===== src/rtl/sc_shiftctrl_pkg.sv =====
// Shared types and constants for the ping-pong shift controller.
// Optional bounce counter is enabled by SC_SHIFTCTRL_BOUNCECOUNT_EN in the top.
package sc_shiftctrl_pkg;

  typedef enum logic [1:0] {
    IDLE      = 2'd0,
    RUN_LEFT  = 2'd1,
    RUN_RIGHT = 2'd2
  } state_e;

  localparam logic DIR_LEFT  = 1'b0;
  localparam logic DIR_RIGHT = 1'b1;

  // Counter width that still works for a divide-by-one prescaler.
  function automatic int unsigned cnt_width(input int unsigned n);
    return (n > 1) ? $clog2(n) : 1;
  endfunction

endpackage


===== src/rtl/sc_shiftctrl_prescaler.sv =====
// Step prescaler: down-counter that pulses step_o once every STEP_CYCLES enabled cycles.
// clear_i reloads so the first step lands exactly STEP_CYCLES cycles later.
module sc_shiftctrl_prescaler
  import sc_shiftctrl_pkg::*;
#(
  parameter int unsigned STEP_CYCLES = 4
) (
  input  logic clk_i,
  input  logic rst_ni,
  input  logic clear_i,
  input  logic enable_i,
  output logic step_o
);

  localparam int unsigned CW = cnt_width(STEP_CYCLES);
  localparam logic [CW-1:0] RELOAD = CW'(STEP_CYCLES - 1);

  logic [CW-1:0] cnt_q, cnt_d;

  always_comb begin
    cnt_d = cnt_q;
    if (clear_i) begin
      cnt_d = RELOAD;
    end else if (enable_i) begin
      cnt_d = (cnt_q == '0) ? RELOAD : cnt_q - 1'b1;
    end
  end

  always_ff @(posedge clk_i or negedge rst_ni) begin
    if (!rst_ni) begin
      cnt_q <= '0;
    end else begin
      cnt_q <= cnt_d;
    end
  end

  assign step_o = enable_i && (cnt_q == '0);

endmodule


===== src/rtl/sc_shift_pingpong_ctrl.sv =====
// Ping-pong shift controller: bounces a pattern between the register ends via an external shifter.
// Define SC_SHIFTCTRL_BOUNCECOUNT_EN to add the 8-bit bounce counter output.
//
// state     | meaning
// IDLE      | stopped, data and dir held, waiting for a start press
// RUN_LEFT  | stepping data toward the MSB (dir = 0)
// RUN_RIGHT | stepping data toward the LSB (dir = 1)
module sc_shift_pingpong_ctrl
  import sc_shiftctrl_pkg::*;
#(
  parameter int unsigned RegSHIFTER_DATAWIDTH = 4,
  parameter int unsigned STEP_CYCLES          = 4
) (
  input  logic                            SC_ShiftCtrl_CLOCK_50,
  input  logic                            SC_ShiftCtrl_RESET_InLow,
  input  logic                            SC_ShiftCtrl_startButton_InLow,
  input  logic [RegSHIFTER_DATAWIDTH-1:0] SC_ShiftCtrl_load_InBUS,
  input  logic [RegSHIFTER_DATAWIDTH-1:0] SC_ShiftCtrl_shifted_InBUS,
  output logic [RegSHIFTER_DATAWIDTH-1:0] SC_ShiftCtrl_data_OutBUS,
  output logic                            SC_ShiftCtrl_dir_Out,
  output logic                            SC_ShiftCtrl_busy_Out,
  output logic                            SC_ShiftCtrl_bounce_Out
`ifdef SC_SHIFTCTRL_BOUNCECOUNT_EN
  ,
  output logic [7:0]                      SC_ShiftCtrl_bounces_OutBUS
`endif
);

  localparam int unsigned W = RegSHIFTER_DATAWIDTH;

  logic clk, rst_n;
  assign clk   = SC_ShiftCtrl_CLOCK_50;
  assign rst_n = SC_ShiftCtrl_RESET_InLow;

  logic       sync1_q, sync2_q, prev_q;
  logic [1:0] vld_q;
  logic       armed_q;
  logic       start_evt;

  // armed_q only sets once the synchronised pin has genuinely been seen high,
  // so a button held through reset cannot masquerade as a fresh press.
  always_ff @(posedge clk or negedge rst_n) begin
    if (!rst_n) begin
      sync1_q <= 1'b1;
      sync2_q <= 1'b1;
      prev_q  <= 1'b1;
      vld_q   <= 2'b00;
      armed_q <= 1'b0;
    end else begin
      sync1_q <= SC_ShiftCtrl_startButton_InLow;
      sync2_q <= sync1_q;
      prev_q  <= sync2_q;
      vld_q   <= {vld_q[0], 1'b1};
      if (vld_q[1] && sync2_q) begin
        armed_q <= 1'b1;
      end
    end
  end

  assign start_evt = armed_q && prev_q && !sync2_q;

  state_e         state_q;
  logic [W-1:0]   data_q;
  logic           dir_q;
  logic           busy_q;
  logic           bounce_q;
  logic           load_go;
  logic           step;
`ifdef SC_SHIFTCTRL_BOUNCECOUNT_EN
  logic [7:0]     bcnt_q;
`endif

  assign load_go = (state_q == IDLE) && start_evt && (SC_ShiftCtrl_load_InBUS != '0);

  sc_shiftctrl_prescaler #(
    .STEP_CYCLES(STEP_CYCLES)
  ) u_prescaler (
    .clk_i   (clk),
    .rst_ni  (rst_n),
    .clear_i (load_go),
    .enable_i(state_q != IDLE),
    .step_o  (step)
  );

  always_ff @(posedge clk or negedge rst_n) begin
    if (!rst_n) begin
      state_q  <= IDLE;
      data_q   <= '0;
      dir_q    <= DIR_LEFT;
      busy_q   <= 1'b0;
      bounce_q <= 1'b0;
`ifdef SC_SHIFTCTRL_BOUNCECOUNT_EN
      bcnt_q   <= 8'd0;
`endif
    end else begin
      bounce_q <= 1'b0;
      unique case (state_q)
        IDLE: begin
          if (load_go) begin
            data_q  <= SC_ShiftCtrl_load_InBUS;
            dir_q   <= DIR_LEFT;
            state_q <= RUN_LEFT;
            busy_q  <= 1'b1;
`ifdef SC_SHIFTCTRL_BOUNCECOUNT_EN
            bcnt_q  <= 8'd0;
`endif
          end
        end
        RUN_LEFT: begin
          if (start_evt) begin
            state_q <= IDLE;
            busy_q  <= 1'b0;
          end else if (step) begin
            if (data_q[W-1]) begin
              dir_q    <= DIR_RIGHT;
              state_q  <= RUN_RIGHT;
              bounce_q <= 1'b1;
`ifdef SC_SHIFTCTRL_BOUNCECOUNT_EN
              bcnt_q   <= bcnt_q + 8'd1;
`endif
            end else begin
              data_q <= SC_ShiftCtrl_shifted_InBUS;
            end
          end
        end
        RUN_RIGHT: begin
          if (start_evt) begin
            state_q <= IDLE;
            busy_q  <= 1'b0;
          end else if (step) begin
            if (data_q[0]) begin
              dir_q    <= DIR_LEFT;
              state_q  <= RUN_LEFT;
              bounce_q <= 1'b1;
`ifdef SC_SHIFTCTRL_BOUNCECOUNT_EN
              bcnt_q   <= bcnt_q + 8'd1;
`endif
            end else begin
              data_q <= SC_ShiftCtrl_shifted_InBUS;
            end
          end
        end
        default: begin
          state_q <= IDLE;
          busy_q  <= 1'b0;
        end
      endcase
    end
  end

  assign SC_ShiftCtrl_data_OutBUS = data_q;
  assign SC_ShiftCtrl_dir_Out     = dir_q;
  assign SC_ShiftCtrl_busy_Out    = busy_q;
  assign SC_ShiftCtrl_bounce_Out  = bounce_q;
`ifdef SC_SHIFTCTRL_BOUNCECOUNT_EN
  assign SC_ShiftCtrl_bounces_OutBUS = bcnt_q;
`endif

endmodule


===== config.mk =====
export PLATFORM = sky130hd
export DESIGN_NAME = sc_shift_pingpong_ctrl
export DESIGN_NICKNAME = d
export VERILOG_FILES = /design/src/rtl/sc_shiftctrl_pkg.sv /design/src/rtl/sc_shiftctrl_prescaler.sv /design/src/rtl/sc_shift_pingpong_ctrl.sv
export SDC_FILE = /design/constraint.sdc
export NUM_CORES = 1
export LEC_CHECK = 0
export BUFFER_PORTS_ARGS = -buffer_cell sky130_fd_sc_hd__clkbuf_2
export CORE_MARGIN = 10
export CORE_UTILIZATION = 47
export DETAILED_ROUTE_END_ITERATION = 8
export PLACE_DENSITY = 0.73
export SYNTH_ARGS = -nofsm -noshare
export SYNTH_HDL_FRONTEND = slang
export SYNTH_SLANG_ARGS = --single-unit

===== constraint.sdc =====
create_clock -name SC_ShiftCtrl_CLOCK_50 -period 2.1 [get_ports SC_ShiftCtrl_CLOCK_50]
set_input_delay 0.42 -clock SC_ShiftCtrl_CLOCK_50 [delete_from_list [all_inputs] [get_ports SC_ShiftCtrl_CLOCK_50]]
set_output_delay 0.42 -clock SC_ShiftCtrl_CLOCK_50 [all_outputs]
set_load 0.03 [all_outputs]

==> impl_metrics.tcl, run 1 <==
set metrics [dict create \
    yosys.cell_types.count 30 \
    dieWidth_um 63.75 \
    starting_drt_drc_count 7 \
    via_count_of_the_first_global_routing_pass 717 \
    h_tree_level_count 1 \
    yosysSeqAreaShare_pct 47.71 \
    leakagePower_nw 0.5439 \
    timing_hold_violations_final 0 \
    area_growth_syn_to_layout_pct 21.97 \
    final_period_minus_worst_setup_slack_ns 2.009 \
    grt_max_degree 18 \
    worstHoldPathType "input port to async pin" \
    top_library_cells_by_usage_in_the_layout_fill_and_taps_aside "17 x sky130_fd_sc_hd__clkbuf_2, 14 x sky130_fd_sc_hd__dfrtp_1, 8 x sky130_fd_sc_hd__inv_1" \
    yosys_warnings 0 \
    path_cells "inv_1 > ha_2 > nand2_1 > or4_4 > a21boi_4 > mux2_1" \
    drc_violations_left 0 \
    ant_nets 0 \
    finalClockSkew_ns 0.001823 \
    syn-cell-area_um2 899.6 \
    totalNegativeSetupSlack_ns 0 \
    max_cap_viol_count 0 \
    endpoint_required_time_on_the_critical_path_ns 2.28 \
    finalWirelength_mm 1.682 \
    top_level_ports 18 \
    clkTransAtPathRegs_ns 0.10 \
    worstPathMaxFanout 5 \
    report.final.slew_viol_count 0 \
    clock_insertion_delay_worst_skew_ns 0.29 \
    fraction_of_the_core_area_covered_by_cells_at_the_end_of_the_flow_pct 62.20 \
    yosys_register_bits 17 \
    cellPowerDensity_nw_per_um2 1402 \
    post_cts_hold_buffer_count 0 \
    buffer_ports.inserted 17 \
    grt_pass1_wl_mm 3.105 \
    cell_taking_the_most_area_after_synthesis "sky130_fd_sc_hd__dfrtp_1" \
    tritoncts.num_buffers 3 \
    timing.critical_path.arrival_ns 2.19 \
    clkSinkCount 17 \
    netlist_instances 83 \
    timing_worst_setup_path_type "flip-flop to flip-flop" \
    number_of_diodes 0 \
    yosysTopAreaCellShare_pct 38.94 \
    drive_gt1_share_pct 36.11 \
    root_buffer "sky130_fd_sc_hd__clkbuf_4" \
    grtUsageTotal_pct 9.152 \
    layout.nets 126 \
    top_post_synthesis_cells_by_area "sky130_fd_sc_hd__dfrtp_1 39%, sky130_fd_sc_hd__dfstp_2 8.8%, sky130_fd_sc_hd__ha_1 8.3%, sky130_fd_sc_hd__mux2_1 5.0%, sky130_fd_sc_hd__mux2_2 3.8%" \
    number_of_iterations_in_the_first_detailed_routing_pass 2 \
    tritoncts_clock_tree "yes" \
    gp_congestion 0.8133 \
    run_status "finished, final reports clean" \
    standard_cell_core_area_um2 1764 \
    setup_viol_count_final 0 \
    layout.cells.most_common "sky130_fd_sc_hd__clkbuf_2" \
    cpMaxStageDelayCell "sky130_fd_sc_hd__or4_4" \
    route.detailed.vias_per_inst 5.188 \
    fp.dieArea_um2 4064 \
    num_vias 690 \
    min_period_over_period_pct 95.67 \
    critical_path.startpoint_type "flip-flop" \
    route.detailed.wl_per_inst_um 12.65 \
    gr-total-overflow 0 \
    fp.dieH_um 63.75 \
    timing.fmax_mhz 497.8 \
    postSynthNetCount 100 \
    core.rowCount 15 \
    final_hpwl_dp_mm 1.330 \
    peak_supply_drop_mv 0.6904 \
    antenna_violations_before_repair 0 \
    cp_slowest_stage_delay_ns 0.53 \
    syn_area_per_cell_um2 10.84 \
    worst_setup_path_end_kind "flip-flop" \
    initial_utilization_pct 50.99 \
    clk_path_buf_depth 2 \
]
[worst max-delay path: cells and delay by family (launching register included)]
kind | cells | cell delay, ns
mux | 1 | 0.33
simple gates | 2 | 0.60
fa+ha+maj | 1 | 0.24
compound gates | 1 | 0.19
buf+inv | 1 | 0.14
flops | 1 | 0.41
[sequential cells by signal (all words and copies together) (netlist names)]
name / flops
SC_ShiftCtrl_data_OutBUS: 4
state_q: 2
u_prescaler.cnt_q: 2
vld_q: 2
SC_ShiftCtrl_bounce_Out: 1
SC_ShiftCtrl_busy_Out: 1
SC_ShiftCtrl_dir_Out: 1
armed_q: 1
prev_q: 1
sync1_q: 1
sync2_q: 1
[timing repair]
action / CTS / global route
gates resized for setup: 0 / 4
hold endpoints to repair: 0 / 0
buffers inserted: 0 / 2
endpoints found under the setup margin: 0 / 5
[metal layers]
metal	track usage [%]	part of all wire (%)
met5	0	0
met4	5.191	2.3
met3	2.962	6.8
met2	14.32	42
met1	10.79	49
[power breakdown]
part | switching (mW) | total, mW | internal (mW) | leakage (nW)
combinational | 0.472 | 0.858 | 0.386 | 0.330
sequential | 0.0715 | 0.502 | 0.431 | 0.200
clock | 0.106 | 0.178 | 0.0725 | 0.0139
[logic make-up after synthesis]
| logic type | after synthesis | share of synthesized area [%] |
|---|---|---|
| compound gates | 19 | 14.05 |
| fa+ha+maj | 6 | 8.345 |
| buf+inv | 9 | 3.755 |
| flops | 17 | 47.71 |
| mux | 9 | 10.99 |
| other cells | 1 | 0.4168 |
| simple gates | 22 | 14.74 |
[cell usage after synthesis (all sizes together)]
cell type and number:
or2 1, nor3b 1, a21oi 4, and2 1, nor4b 1, mux2 7, a21o 1, mux2i 2
o21ai 3, dfrtp 14, o22ai 4, o21ba 1, conb 1, clkbuf 1, dfstp 3, o31ai 1
nand2 5, nand3b 2, ha 6, a22oi 3, nand3 1, a21boi 2, or4 1, inv 8
nor2b 2, nor4 1, nor2 6
[metrics by stage]
stage               hold WS, ns  total power, mW  instance area, µm²  worst slack (ns)  instances
finish                  0.03647            1.539                1097           0.09097        133
global route            0.05143            1.688                1097          -0.03715        133
CTS                     0.04352            1.506                1065          0.001521        131
detailed placement       0.3411            1.325                1035           0.01715        127
global placement         0.3369            1.308                1035           0.03396        127
floorplan                0.1244            1.115               899.6           0.05477         83
[worst paths after layout]
check / slack [ns] / startpoint / depth (start not counted) / endpoint
setup / recovery: 0.09 / state_q[1]$_DFFE_PN0P_ / 6 / SC_ShiftCtrl_data_OutBUS[1]$_DFFE_PN0P_
hold / removal: 0.04 / SC_ShiftCtrl_RESET_InLow / 1 / SC_ShiftCtrl_busy_Out$_DFFE_PN0P_
setup reg to reg: 0.09 / state_q[1]$_DFFE_PN0P_ / 6 / SC_ShiftCtrl_data_OutBUS[1]$_DFFE_PN0P_
hold reg to reg: 0.36 / sync1_q$_DFF_PN1_ / 0 / sync2_q$_DFF_PN1_
max in group asynchronous: 1.74 / SC_ShiftCtrl_RESET_InLow / 1 / prev_q$_DFF_PN1_
min in group SC_ShiftCtrl_CLOCK_50: 0.20 / SC_ShiftCtrl_startButton_InLow / 1 / sync1_q$_DFF_PN1_
[area by class of cell]
cell class                      instances  area [µm²]
Timing Repair Buffer                   22       122.6
Inverter                                8       30.03
Sequential cell                        17       429.2
Clock buffer                            3       22.52
Clock inverter                          1       7.507
Multi-Input combinational cell         57       454.2
Fill cell                             170       666.9
Tap cell                               25       31.28
Power figures use the tool's default switching activity.
==> run 2: changes to the inputs <==
CORE_UTILIZATION = 48   (was 47)
SYNTH_HIERARCHICAL = 1   (was unset)
==> impl_metrics.tcl, run 2 <==
set metrics [dict create \
    cell_taking_the_most_area_after_synthesis "sky130_fd_sc_hd__dfrtp_1" \
    top_post_synthesis_cells_by_area "sky130_fd_sc_hd__dfrtp_1 37%, sky130_fd_sc_hd__dfstp_2 8.2%, sky130_fd_sc_hd__ha_1 6.5%, sky130_fd_sc_hd__inv_1 3.1%, sky130_fd_sc_hd__mux2_4 3.1%" \
    netlist_top_cells_count "14 x sky130_fd_sc_hd__dfrtp_1, 8 x sky130_fd_sc_hd__inv_1, 8 x sky130_fd_sc_hd__nand2_1" \
    peak_supply_drop_mv 0.7319 \
    fraction_of_the_core_area_covered_by_cells_at_the_end_of_the_flow_pct 57.88 \
    critical_path.startpoint_type "flip-flop" \
    endpoint_required_time_on_the_critical_path_ns 2.28 \
    cellPowerDensity_nw_per_um2 1381 \
    post_cts_hold_buffer_count 0 \
    syn-cell-area_um2 958.4 \
    starting_drt_drc_count 18 \
    grt_setup_unrepaired "no" \
    ant_nets 0 \
    initial_utilization_pct 49.87 \
    gr-total-overflow 0 \
    grt_max_degree 18 \
    clk_path_buf_depth 2 \
    grtUsageTotal_pct 10.15 \
    finalWirelength_mm 1.981 \
    stdcell_count 136 \
    root_buffer "sky130_fd_sc_hd__clkbuf_4" \
    antenna_violations_before_repair 0 \
    final_hpwl_dp_mm 1.592 \
    yosysMostFrequentCell "sky130_fd_sc_hd__dfrtp_1" \
    syn_area_per_cell_um2 11.02 \
    largest_register_ffs 4 \
    dpl.cell_count 132 \
    yosys_register_bits 17 \
    post-cts-setup-buffer-count 0 \
    path_cells "inv_1 > ha_1 > clkinv_1 > and2_2 > o2111ai_2 > a22oi_1 > mux2_4" \
    standard_cell_core_area_um2 1922 \
    clkSinkCount 17 \
    drc_violations_left 0 \
    ys_dominant_reg_cell "sky130_fd_sc_hd__dfrtp_1" \
    setup_viol_count_final 0 \
    tritoncts_clock_tree "yes" \
    yosysSeqAreaShare_pct 44.78 \
    yosys_warnings 6 \
    core.rowCount 16 \
    clock_insertion_delay_worst_skew_ns 0.28 \
    min_period_over_period_pct 87.94 \
    cpMaxStageDelayCell "sky130_fd_sc_hd__dfrtp_1" \
    fp.dieH_um 64.69 \
    tritoncts.num_buffers 3 \
    drive_gt1_share_pct 35.78 \
    worstPathMaxFanout 5 \
    synth_edf_count 0 \
    timing_worst_setup_path_type "flip-flop to flip-flop" \
    dp_worst_setup_slack_ns 0.2783 \
    layout.cells.most_common "sky130_fd_sc_hd__clkbuf_2" \
    timing.fmax_mhz 541.5 \
    top_level_ports 18 \
    route.detailed.vias_per_inst 5.213 \
    timing.critical_path.arrival_ns 2.03 \
    leakagePower_nw 0.5525 \
    number_of_iterations_in_the_first_detailed_routing_pass 4 \
    grt_pass1_wl_mm 3.477 \
    final_period_minus_worst_setup_slack_ns 1.847 \
    fp.dieArea_um2 4184 \
    buffer_ports.inserted 17 \
    dieWidth_um 64.69 \
    gp_congestion 0.7966 \
    timing_hold_violations_final 0 \
    setup_ws_final_ns 0.2533 \
    via_count_of_the_first_global_routing_pass 802 \
    run_status "finished, final reports clean" \
    finalClockSkew_ns 0.003434 \
    route.detailed.wl_per_inst_um 14.57 \
    report.final.slew_viol_count 0 \
    worstHoldPathType "input port to async pin" \
    area_growth_syn_to_layout_pct 16.06 \
    worst_setup_path_end_kind "flip-flop" \
    number_of_diodes 0 \
    netlist_instances 87 \
    h_tree_level_count 1 \
    cp_slowest_stage_delay_ns 0.42 \
    yosys.cell_types.count 38 \
    totalNegativeSetupSlack_ns 0 \
    clkTransAtPathRegs_ns 0.10 \
    post_cts.resized_instances 0 \
    top_library_cells_by_usage_in_the_layout_fill_and_taps_aside "17 x sky130_fd_sc_hd__clkbuf_2, 14 x sky130_fd_sc_hd__dfrtp_1, 8 x sky130_fd_sc_hd__inv_1, 8 x sky130_fd_sc_hd__nand2_1, 5 x sky130_fd_sc_hd__ha_1" \
    postSynthNetCount 103 \
    yosysTopAreaCellShare_pct 36.55 \
    layout.nets 126 \
    asyncSetResetFlopFracSynth_pct 100.0 \
    max_cap_viol_count 0 \
    num_vias 709 \
]
## run 2: critical path, delay by kind of cell, from the launching register on
kind                       cells  cell delay [ns]
AOI/OAI and AO/OA              2             0.47
DFF                            1             0.42
muxes                          1             0.32
adders and majority gates      1             0.22
and+or+nand+nor                1             0.18
buffers and inverters          2             0.14
## run 2: through the flow
step | hold slack, ns | power (mW) | instance area, µm²
5_1_grt | 0.05876 | 1.657 | 1112
3_3_place_gp | 0.3376 | 1.346 | 1085
6_report | 0.04585 | 1.536 | 1112
4_1_cts | 0.05363 | 1.552 | 1112
3_5_place_dp | 0.3488 | 1.376 | 1085
2_1_floorplan | 0.1244 | 1.155 | 958.4
## run 2: final timing paths
path,from,to,slack [ns],cells past startpoint
worst max register to register,state_q[0]$_DFFE_PN0P_,SC_ShiftCtrl_data_OutBUS[3]$_DFFE_PN0P_,0.25,7
min in group SC_ShiftCtrl_CLOCK_50,SC_ShiftCtrl_startButton_InLow,sync1_q$_DFF_PN1_,0.21,1
worst min register to register,sync1_q$_DFF_PN1_,sync2_q$_DFF_PN1_,0.36,0
worst max-delay path,state_q[0]$_DFFE_PN0P_,SC_ShiftCtrl_data_OutBUS[3]$_DFFE_PN0P_,0.25,7
worst min-delay path,SC_ShiftCtrl_RESET_InLow,SC_ShiftCtrl_data_OutBUS[0]$_DFFE_PN0P_,0.05,1
max in group asynchronous,SC_ShiftCtrl_RESET_InLow,sync1_q$_DFF_PN1_,1.72,1
## run 2: kinds of logic (layout without fill, tap and decap cells)
| group | Yosys count | count (layout) | synth area share, % |
|---|---|---|---|
| simple gates | 26 | 26 | 19.45 |
| compound gates | 21 | 21 | 16.19 |
| flops | 17 | 17 | 44.78 |
| buf+inv | 11 | 33 | 5.091 |
| fa+ha+maj | 5 | 5 | 6.527 |
| mux | 5 | 5 | 6.658 |
| other cells | 1 | 1 | 0.3913 |
| xor+xnor | 1 | 1 | 0.9140 |
## run 2: final cells by class
| type | instances | area [µm²] |
|---|---|---|
| tap | 27 | 33.78 |
| multi-input combinational | 59 | 480.5 |
| clock inverter | 1 | 5.005 |
| fill | 180 | 809.5 |
| timing repair buffer | 20 | 107.6 |
| sequential | 17 | 429.2 |
| clock buffer | 3 | 22.52 |
| inverter | 9 | 33.78 |
## run 2: power by group
part / total, mW / internal [mW] / switching [mW]
registers: 0.517 / 0.429 / 0.0882
logic: 0.848 / 0.361 / 0.487
clock network: 0.171 / 0.0706 / 0.100
total: 1.54 / 0.860 / 0.676
## run 2: layer usage
metal,vias to the layer above,share of wire [%],GRT usage [%]
li1,351,-,-
met1,345,44,11.11
met2,9,52,17.86
met3,4,3.2,2.921
met4,0,1.3,4.278
met5,-,0,0
